--- config.mk ---
export PLATFORM = sky130hd
export DESIGN_NAME = serial_addsub_flat
export DESIGN_NICKNAME = d
export VERILOG_FILES = /design/src/rtl/serial_addsub_pkg.sv /design/src/rtl/serial_addsub_if.sv /design/src/rtl/serial_addsub_bfa.sv /design/src/rtl/serial_addsub.sv /design/src/flat_wrapper.sv
export SDC_FILE = /design/constraint.sdc
export NUM_CORES = 1
export LEC_CHECK = 0
export ABC_AREA = 1
export CAP_MARGIN = 40
export CORE_ASPECT_RATIO = 1.25
export CORE_MARGIN = 2
export CORE_UTILIZATION = 43
export CTS_BUF_LIST = sky130_fd_sc_hd__clkbuf_4 sky130_fd_sc_hd__clkbuf_8
export DETAILED_ROUTE_END_ITERATION = 6
export GPL_TIMING_DRIVEN = 0
export PLACE_DENSITY = 0.72
export SYNTH_ARGS = -nofsm -noshare
export SYNTH_HDL_FRONTEND = slang
export SYNTH_SLANG_ARGS = --single-unit
--- constraint.sdc ---
create_clock -name clk -period 1.25 [get_ports clk]
set_clock_uncertainty 0.05 [all_clocks]
set_input_delay 0.125 -clock clk [delete_from_list [all_inputs] [get_ports clk]]
set_output_delay 0.125 -clock clk [all_outputs]
set_load 0.01 [all_outputs]
--- src/rtl/serial_addsub_pkg.sv ---
// Shared ALU definitions for the bit-serial adder/subtractor:
// FSM state encoding (also used by the ALU control decoder) and default width.
package serial_addsub_pkg;

    localparam int DEF_WIDTH = 8;

    typedef enum logic [1:0] {
        ST_IDLE = 2'd0,
        ST_RUN  = 2'd1,
        ST_DONE = 2'd2
    } state_e;

    // Operand B as presented to the adder: inverted for subtraction
    // (the +1 comes from the initial carry).
    function automatic logic [31:0] b_operand(input logic [31:0] b, input logic sub);
        return sub ? ~b : b;
    endfunction

endpackage

--- src/rtl/serial_addsub_if.sv ---
// Request/result bundle of the bit-serial adder/subtractor.
// master: requester (start, sub, a, b out; busy, done, sum, cout, ovf in).
// slave:  the serial_addsub unit (directions reversed).
interface serial_addsub_if #(
    parameter int WIDTH = 8
);

    logic             start;
    logic             sub;
    logic [WIDTH-1:0] a;
    logic [WIDTH-1:0] b;
    logic             busy;
    logic             done;
    logic [WIDTH-1:0] sum;
    logic             cout;
    logic             ovf;

    modport master (
        output start, sub, a, b,
        input  busy, done, sum, cout, ovf
    );

    modport slave (
        input  start, sub, a, b,
        output busy, done, sum, cout, ovf
    );

endinterface

--- src/rtl/serial_addsub_bfa.sv ---
// BFA: one-bit full-adder cell from the ALU library.
// Ports: a_i, b_i, c_i operand/carry bits in; s_o sum bit, c_o carry out.
module serial_addsub_bfa (
    input  logic a_i,
    input  logic b_i,
    input  logic c_i,
    output logic s_o,
    output logic c_o
);

    assign s_o = a_i ^ b_i ^ c_i;
    assign c_o = (a_i & b_i) | (c_i & (a_i ^ b_i));

endmodule

--- src/rtl/serial_addsub.sv ---
// Bit-serial two's-complement adder/subtractor, LSB first, one bit per clock.
// Ports: clk, rst (async, active-high); bus (slave) carries start/sub/a/b in
// and busy/done/sum/cout/ovf out. All outputs come straight from registers.
module serial_addsub
    import serial_addsub_pkg::*;
#(
    parameter int WIDTH = DEF_WIDTH
) (
    input logic            clk,
    input logic            rst,
    serial_addsub_if.slave bus
);

    localparam int CW = $clog2(WIDTH);
    localparam logic [CW-1:0] LAST = CW'(WIDTH - 1);

    state_e           state_q, state_d;
    logic [WIDTH-1:0] a_sr_q, a_sr_d;
    logic [WIDTH-1:0] b_sr_q, b_sr_d;
    logic [WIDTH-1:0] sum_q, sum_d;
    logic [CW-1:0]    cnt_q, cnt_d;
    logic             carry_q, carry_d;
    logic             cout_q, cout_d;
    logic             ovf_q, ovf_d;

    logic fa_s;
    logic fa_c;
    logic [31:0] b_ext;

    serial_addsub_bfa u_bfa (
        .a_i (a_sr_q[0]),
        .b_i (b_sr_q[0]),
        .c_i (carry_q),
        .s_o (fa_s),
        .c_o (fa_c)
    );

    assign b_ext = b_operand(32'(bus.b), bus.sub);

    always_ff @(posedge clk or posedge rst) begin
        if (rst) begin
            state_q <= ST_IDLE;
            a_sr_q  <= '0;
            b_sr_q  <= '0;
            sum_q   <= '0;
            cnt_q   <= '0;
            carry_q <= 1'b0;
            cout_q  <= 1'b0;
            ovf_q   <= 1'b0;
        end else begin
            state_q <= state_d;
            a_sr_q  <= a_sr_d;
            b_sr_q  <= b_sr_d;
            sum_q   <= sum_d;
            cnt_q   <= cnt_d;
            carry_q <= carry_d;
            cout_q  <= cout_d;
            ovf_q   <= ovf_d;
        end
    end

    always_comb begin
        state_d = state_q;
        a_sr_d  = a_sr_q;
        b_sr_d  = b_sr_q;
        sum_d   = sum_q;
        cnt_d   = cnt_q;
        carry_d = carry_q;
        cout_d  = cout_q;
        ovf_d   = ovf_q;
        unique case (state_q)
            ST_IDLE, ST_DONE: begin
                if (bus.start) begin
                    state_d = ST_RUN;
                    a_sr_d  = bus.a;
                    b_sr_d  = b_ext[WIDTH-1:0];
                    carry_d = bus.sub;
                    cnt_d   = '0;
                    sum_d   = '0;
                    cout_d  = 1'b0;
                    ovf_d   = 1'b0;
                end else if (state_q == ST_DONE) begin
                    state_d = ST_IDLE;
                end
            end
            ST_RUN: begin
                a_sr_d  = a_sr_q >> 1;
                b_sr_d  = b_sr_q >> 1;
                sum_d   = {fa_s, sum_q[WIDTH-1:1]};
                carry_d = fa_c;
                if (cnt_q == LAST) begin
                    // carry_q is the carry into the MSB at this point
                    cout_d  = fa_c;
                    ovf_d   = carry_q ^ fa_c;
                    state_d = ST_DONE;
                end else begin
                    cnt_d = cnt_q + 1'b1;
                end
            end
            default: state_d = ST_IDLE;
        endcase
    end

    assign bus.busy = (state_q == ST_RUN);
    assign bus.done = (state_q == ST_DONE);
    assign bus.sum  = sum_q;
    assign bus.cout = cout_q;
    assign bus.ovf  = ovf_q;

endmodule

--- src/flat_wrapper.sv ---
// flat-port wrapper written by rule: the top's interface ports become plain ports
module serial_addsub_flat import serial_addsub_pkg::*;
#(
    parameter int WIDTH = DEF_WIDTH
)
  (clk, rst, bus_start, bus_sub, bus_a, bus_b, bus_busy, bus_done, bus_sum, bus_cout, bus_ovf);
  serial_addsub_if #(.WIDTH(WIDTH)) bus_i ();
  input logic clk;
  input logic rst;
  input wire logic [$bits(bus_i.start)-1:0] bus_start;
  input wire logic [$bits(bus_i.sub)-1:0] bus_sub;
  input wire logic [$bits(bus_i.a)-1:0] bus_a;
  input wire logic [$bits(bus_i.b)-1:0] bus_b;
  output wire logic [$bits(bus_i.busy)-1:0] bus_busy;
  output wire logic [$bits(bus_i.done)-1:0] bus_done;
  output wire logic [$bits(bus_i.sum)-1:0] bus_sum;
  output wire logic [$bits(bus_i.cout)-1:0] bus_cout;
  output wire logic [$bits(bus_i.ovf)-1:0] bus_ovf;
  assign bus_i.start = bus_start;
  assign bus_i.sub = bus_sub;
  assign bus_i.a = bus_a;
  assign bus_i.b = bus_b;
  assign bus_busy = bus_i.busy;
  assign bus_done = bus_i.done;
  assign bus_sum = bus_i.sum;
  assign bus_cout = bus_i.cout;
  assign bus_ovf = bus_i.ovf;
  serial_addsub #(.WIDTH(WIDTH)) u_core (.clk(clk), .rst(rst), .bus(bus_i));
endmodule
==> results.cfg, run 1 <==
[placed_design]
globalplace.congestion = 0.765
pre_cts_ws_ns = -0.403
io_buffers = 30
place_area_sq_mm = 0.00193
dp_hpwl_mm = 2.21

[min_path]
hold_class = primary input to async pin

[route]
via_per_inst = 4.87
drt_wl_total_mm = 3.26
vias = 1382
drcViolationCount = 0
first_pass_iters = 4
routed.top_layer = met4
final_antenna_net_count = 0
met2_length_mm = 1.63
post_drt_wl_per_cell_um = 11.5
wirelength_met1_mm = 1.37
dr.first_iter.drc_count = 37
dr_wl_met3_um = 136

[logic_synthesis]
yosys-top-cells-area = dfrtp_1 51%, nand2_1 19%, nand3_1 7.1%
synthesis.nets = 222
synth_mux_area_share_pct = 0
synth_top_cell_by_area = dfrtp_1
ys_seq_area_share_pct = 51.3
yosys.area_share.simple_pct = 32.9
ys_top_cells_by_count = 79 x nand2_1, 32 x dfrtp_1, 22 x nand3_1
ys.flop_type = dfrtp_1
synth_compound_area_share_pct = 3.37
yosys_register_bits = 32
netlist.area_leader.share_pct = 51.3
synth_top_family_by_area = simple AND/OR/NAND/NOR gates
avgSynthCellArea_sq_um = 7.85
synthAdderAreaFrac_pct = 2.88
ys_async_sr_fraction_pct = 100
synth-xor-area-share_pct = 0.561
yosys_warnings = 0
synth_edf_count = 0
synth_cells = 199
syn_area_sq_mm = 0.00156
synth_cell_types = 18
yosysMostFrequentCell = nand2_1

[clocking]
cts_tree = built
clk_pin_slew_ns = 0.06
clock-root-buffer = clkbuf_8
htree_num_levels = 2
postCtsHoldBufs = 0
cts_buffers = 5
clock_latency_ns = 0.28
cts_sinks = 32
cts_max_path_buffers = 2

[critical_path]
max_stage_delay_ns = 0.43
cp_max_fo = 4
crit_chain = fa_2 -> nor2_1 -> nor2_1 -> nand3_1 -> nand2_1
cp.arrival_ns = 1.39
slowest_stage = fa_2
cp.required_ns = 1.38
end_kind = flop
cp-start-kind = flop
path_buf_inv = 0
crit_type = flop to flop
critPathMostFrequentCell = nor2_1
path_delay_family = adder cells

[die]
core_sq_mm = 0.00348
die_w_um = 57.9
rows = 24
dieHeight_um = 71.4
design.portCount = 32
start_util_pct = 44.8
die-area_sq_mm = 0.00413

[timing]
relSlewSlack_pct = 51.3
tightest_slew_ns = 0.729
hold_ws_ns = 0.224
fmax_ghz = 0.791
fin_crit_sh_pct = 101
setup_slack_ns = -0.0146
rsz0062_at_grt = true
setup_viol = 1
slew_viol_final = 0
timing.final.crit_period_ns = 1.26
hold_viol = 0

[global_route]
grtUsageTotal_pct = 18.1
overflow = 0
grt_pass1_wl_mm = 5.62
grt_max_degree = 20
antenna_found_initial = 0
first_global_vias = 1309

[finish]
fin_util_pct = 63.5
final_nets = 267
area_growth_pct = 41.6
drive_gt1_share_pct = 24.5
fin_area_sq_mm = 0.00221
diodes = 0

[outcome]
run_status = finished, violations left
violations = setup timing

[power_and_ir_drop]
power.total_w = 0.00526
cellLeakagePower_nw = 1.15
p_per_area_mw_per_mm2 = 2380
ir_drop_uv = 1530

[job]
drv_cap = 0
path summary, 6_finish.rpt:
check	startpoint	to	slack, ns	cells after the start
min	rst	u_core.bus.sum[3]	0.22	2
min in group clk	bus_sub	u_core.b_sr_q[3]	0.23	5
max in group asynchronous	rst	u_core.a_sr_q[2]	0.38	3
min reg2reg	u_core.a_sr_q[2]	u_core.a_sr_q[2]	0.43	2
max	u_core.a_sr_q[0]	u_core.bus.ovf	-0.01	5
max reg2reg	u_core.a_sr_q[0]	u_core.bus.ovf	-0.01	5
layout make-up:
cell class,instances,area [sq um]
Inverter,24,103
Buffer,6,55.1
Timing Repair Buffer,39,374
Fill cell,327,1270
Sequential cell,32,802
Clock buffer,8,97.6
Tap cell,39,48.8
Multi-Input combinational cell,136,731
through the flow:
step | std cells | TNS, ns
global route | 284 | -0.331
CTS | 282 | -0.0409
detailed placement | 269 | -2.34
finish | 284 | -0.0146
global placement | 268 | -13.41
floorplan | 199 | 0
power by group:
part / internal [W] / switching, W
Combinational: 0.00118 / 0.00140
Clock: 0.000492 / 0.000366
Sequential: 0.00151 / 0.000304
Total: 0.00318 / 0.00207
logic make-up (layout without fill, tap and decap cells):
| family | after synthesis | count (layout) |
|---|---|---|
| flip-flops | 32 | 32 |
| adder cells (fa/ha/maj) | 3 | 3 |
| XOR/XNOR | 1 | 1 |
| buffers and inverters | 31 | 77 |
| AO/OA/AOI/OAI | 9 | 9 |
| AND/OR/NAND/NOR | 123 | 123 |
worst register-to-register path, delay by kind of cell (launching register included):
family        cells  cell delay (ns)
fa+ha+maj         1             0.43
simple gates      4             0.27
flops             1             0.41
layer usage:
| metal | vias to the layer above | GRT usage [%] |
|---|---|---|
| li1 | 706 | - |
| met1 | 634 | 20.7 |
| met2 | 30 | 28.9 |
| met3 | 12 | 5.60 |
| met4 | 0 | 11.6 |
| met5 | - | 0 |
state kept, by name (all words and copies together), names as in the netlist:
signal           flops
u_core.a_sr_q        8
u_core.b_sr_q        8
u_core.bus.sum       8
u_core.cnt_q         3
u_core.state_q       2
u_core.bus.cout      1
u_core.bus.ovf       1
u_core.carry_q       1
repair_timing:
item,4_1_cts,5_1_grt
setup buffers,5,2
resized for setup,30,37
cloned,0,1
pin swaps,2,16
setup endpoints to repair,20,28
placed cells by master, fill, tap and decap left out, types with 7 or more instances in the layout:
master | Yosys | final
nand2_1 | 79 | 64
inv_1 | 21 | 19
buf_6 | 2 | 7
clkdlybuf4s50_1 | 0 | 18
nand3_1 | 22 | 18
dfrtp_1 | 32 | 31
dlygate4sd2_1 | 0 | 10
nand2_2 | 0 | 14
nor2_1 | 18 | 16
Power figures use the tool's default switching activity.
==> inputs of run 2 (changes only) <==
--- a/config.mk
+++ b/config.mk
@@ -13,7 +13,8 @@
 export CTS_BUF_LIST = sky130_fd_sc_hd__clkbuf_4 sky130_fd_sc_hd__clkbuf_8
 export DETAILED_ROUTE_END_ITERATION = 6
 export GPL_TIMING_DRIVEN = 0
-export PLACE_DENSITY = 0.72
+export PLACE_DENSITY = 0.69
+export SKIP_CTS_REPAIR_TIMING = 1
 export SYNTH_ARGS = -nofsm -noshare
 export SYNTH_HDL_FRONTEND = slang
 export SYNTH_SLANG_ARGS = --single-unit
==> constraint.sdc (replaced) <==
create_clock -name clk -period 1.4 [get_ports clk]
set_clock_uncertainty 0.05 [all_clocks]
set_input_delay 0.14 -clock clk [delete_from_list [all_inputs] [get_ports clk]]
set_output_delay 0.14 -clock clk [all_outputs]
set_load 0.01 [all_outputs]
==> run 2 against run 1 <==
Net effect: largest power group unchanged; via count fell by 3.5%; the flow still finishes with violations (setup timing); flip-flop and latch count did not move; die area did not move; routed wire length fell by 7.3%; global-route usage fell by 1.2 points; power fell by 19%; register-to-register slack improved by 0.06 ns; core utilization fell by 4.5 points.
==> results.cfg, run 2 (synthesized netlist as in run 1, its figures left out) <==
[clocking]
clock_latency_ns = 0.28
clock-root-buffer = clkbuf_8
cts_buffers = 5
clk_pin_slew_ns = 0.07
htree_num_levels = 2
cts_tree = built
cts_max_path_buffers = 2
cts_sinks = 32

[critical_path]
crit_cells = 5
cp-start-kind = flop
reg2reg_setup_slack_ns = 0.05
cp-startpoint = u_core.state_q[1]
reg2reg_to = u_core.bus.cout
slowest_stage = dfrtp_1
crit_type = flop to output pin
cp.arrival_ns = 1.28
max_stage_delay_ns = 0.37
path_delay_family = buffers and inverters
path_buf_inv = 4
cp.required_ns = 1.21
cp_max_fo = 10
crit_chain = inv_2 -> nand2_4 -> inv_8 -> buf_6 -> dlymetal6s2s_1
ff2ff_path_depth = 6
worstReg2RegStart = u_core.cnt_q[0]
end_kind = output pin
critPathCapture = bus_busy

[finish]
drive_gt1_share_pct = 10.9
final_nets = 261
area_growth_pct = 31.6
multi_input_area_sq_um = 621
mostFrequentLayoutCells = 79 x nand2_1, 31 x dfrtp_1, 28 x clkdlybuf4s50_1
fin_area_sq_mm = 0.00205
final_common_cell = nand2_1
seqCellArea_sq_um = 802
diodes = 0
nFillCells = 337

[global_route]
antenna_found_initial = 0
overflow = 0
grt_pass1_wl_mm = 5.46
grt_max_degree = 21
first_global_vias = 1252
grtUsageTotal_pct = 16.9

[job]
drv_cap = 0

[outcome]
run_status = finished, violations left
violations = setup timing

[route]
drt_wl_total_mm = 3.02
vias = 1333
dr.first_iter.drc_count = 72
final_antenna_net_count = 0
post_drt_wl_per_cell_um = 10.9
via_per_inst = 4.79
drcViolationCount = 0
first_pass_iters = 4

[die]
dieHeight_um = 71.4
start_util_pct = 44.8
die_w_um = 57.9
design.portCount = 32
die-area_sq_mm = 0.00413
rows = 24
core_sq_mm = 0.00348

[min_path]
hold_class = primary input to async pin

[placed_design]
place_area_sq_mm = 0.00194
dp_hpwl_mm = 2.20
io_buffers = 30
globalplace.congestion = 0.738

[timing]
slew_viol_final = 0
setup_slack_ns = -0.0675
fin_crit_sh_pct = 105
setup_viol = 1
relSlewSlack_pct = 60.0
hold_viol = 0
rsz0062_at_grt = true
timing.final.crit_period_ns = 1.47
tightest_slew_ns = 0.600
tns_ns = -0.0675
fmax_ghz = 0.681

[power_and_ir_drop]
p_per_area_mw_per_mm2 = 2070
cellLeakagePower_nw = 1.09
ir_drop_uv = 1280
==> run 2: cell types whose count changed in the layout (fill, tap and decap cells not counted), sizes merged <==
cell	delta
clkdlybuf4s50	+10
dlygate4sd2	-10
buf	-7
dlymetal6s2s	+2
clkbuf	-1
==> run 2: how the worst min path moves through the flow <==
stage / endpoint / startpoint / cells past startpoint / slack, ns
floorplan: u_core.a_sr_q[0] / rst / 1 / 0.21
global placement: u_core.a_sr_q[7] / u_core.a_sr_q[7] / 2 / 0.40
detailed placement: u_core.a_sr_q[7] / u_core.a_sr_q[7] / 2 / 0.41
CTS: u_core.bus.sum[1] / rst / 2 / 0.20
global route: u_core.bus.sum[3] / rst / 2 / 0.26
finish: u_core.b_sr_q[7] / rst / 2 / 0.18
==> run 2: stage by stage <==
step	util (%)	std cells	total power, W	worst slack, ns	hold slack [ns]
floorplan	-	199	0.00285	0.139	0.206
CTS	58.4	277	0.00426	-0.572	0.198
global placement	54.8	268	0.00343	-0.271	0.404
global route	59.0	278	0.00463	-0.140	0.265
detailed placement	55.6	269	0.00349	-0.270	0.409
finish	59.0	278	0.00425	-0.0675	0.177
==> run 2: layout make-up <==
type / instances / share of cell area, %
plain buffers: 7 / 2.31
clock buffers: 8 / 4.75
inverters: 24 / 4.75
multi-input cells: 136 / 30.2
flip-flops and latches: 32 / 39.0
well taps: 39 / 2.38
repair buffers: 32 / 16.6
==> run 2: layer usage <==
layer | track usage, % | vias up | part of all wire [%]
met1 | 23.2 | 608 | 46
met4 | 5.43 | 0 | 1.7
met3 | 3.79 | 7 | 4.1
met2 | 26.5 | 29 | 48
li1 | - | 689 | -
met5 | 0 | - | 0
==> run 2: worst register-to-register path: stages (launching register included) <==
cell and delay (ns):
dfrtp_1 0.40, ha_1 0.21, ha_1 0.21, nand3_1 0.16, nand2_1 0.09, nand3_1 0.08
nand2_1 0.05
==> run 2: power by group <==
| part | internal (W) | leakage (nW) | switching (W) |
|---|---|---|---|
| clock | 0.000439 | 0.0523 | 0.000322 |
| sequential | 0.00135 | 0.404 | 0.000232 |
| combinational | 0.000862 | 0.637 | 0.00105 |
| total | 0.00265 | 1.09 | 0.00160 |
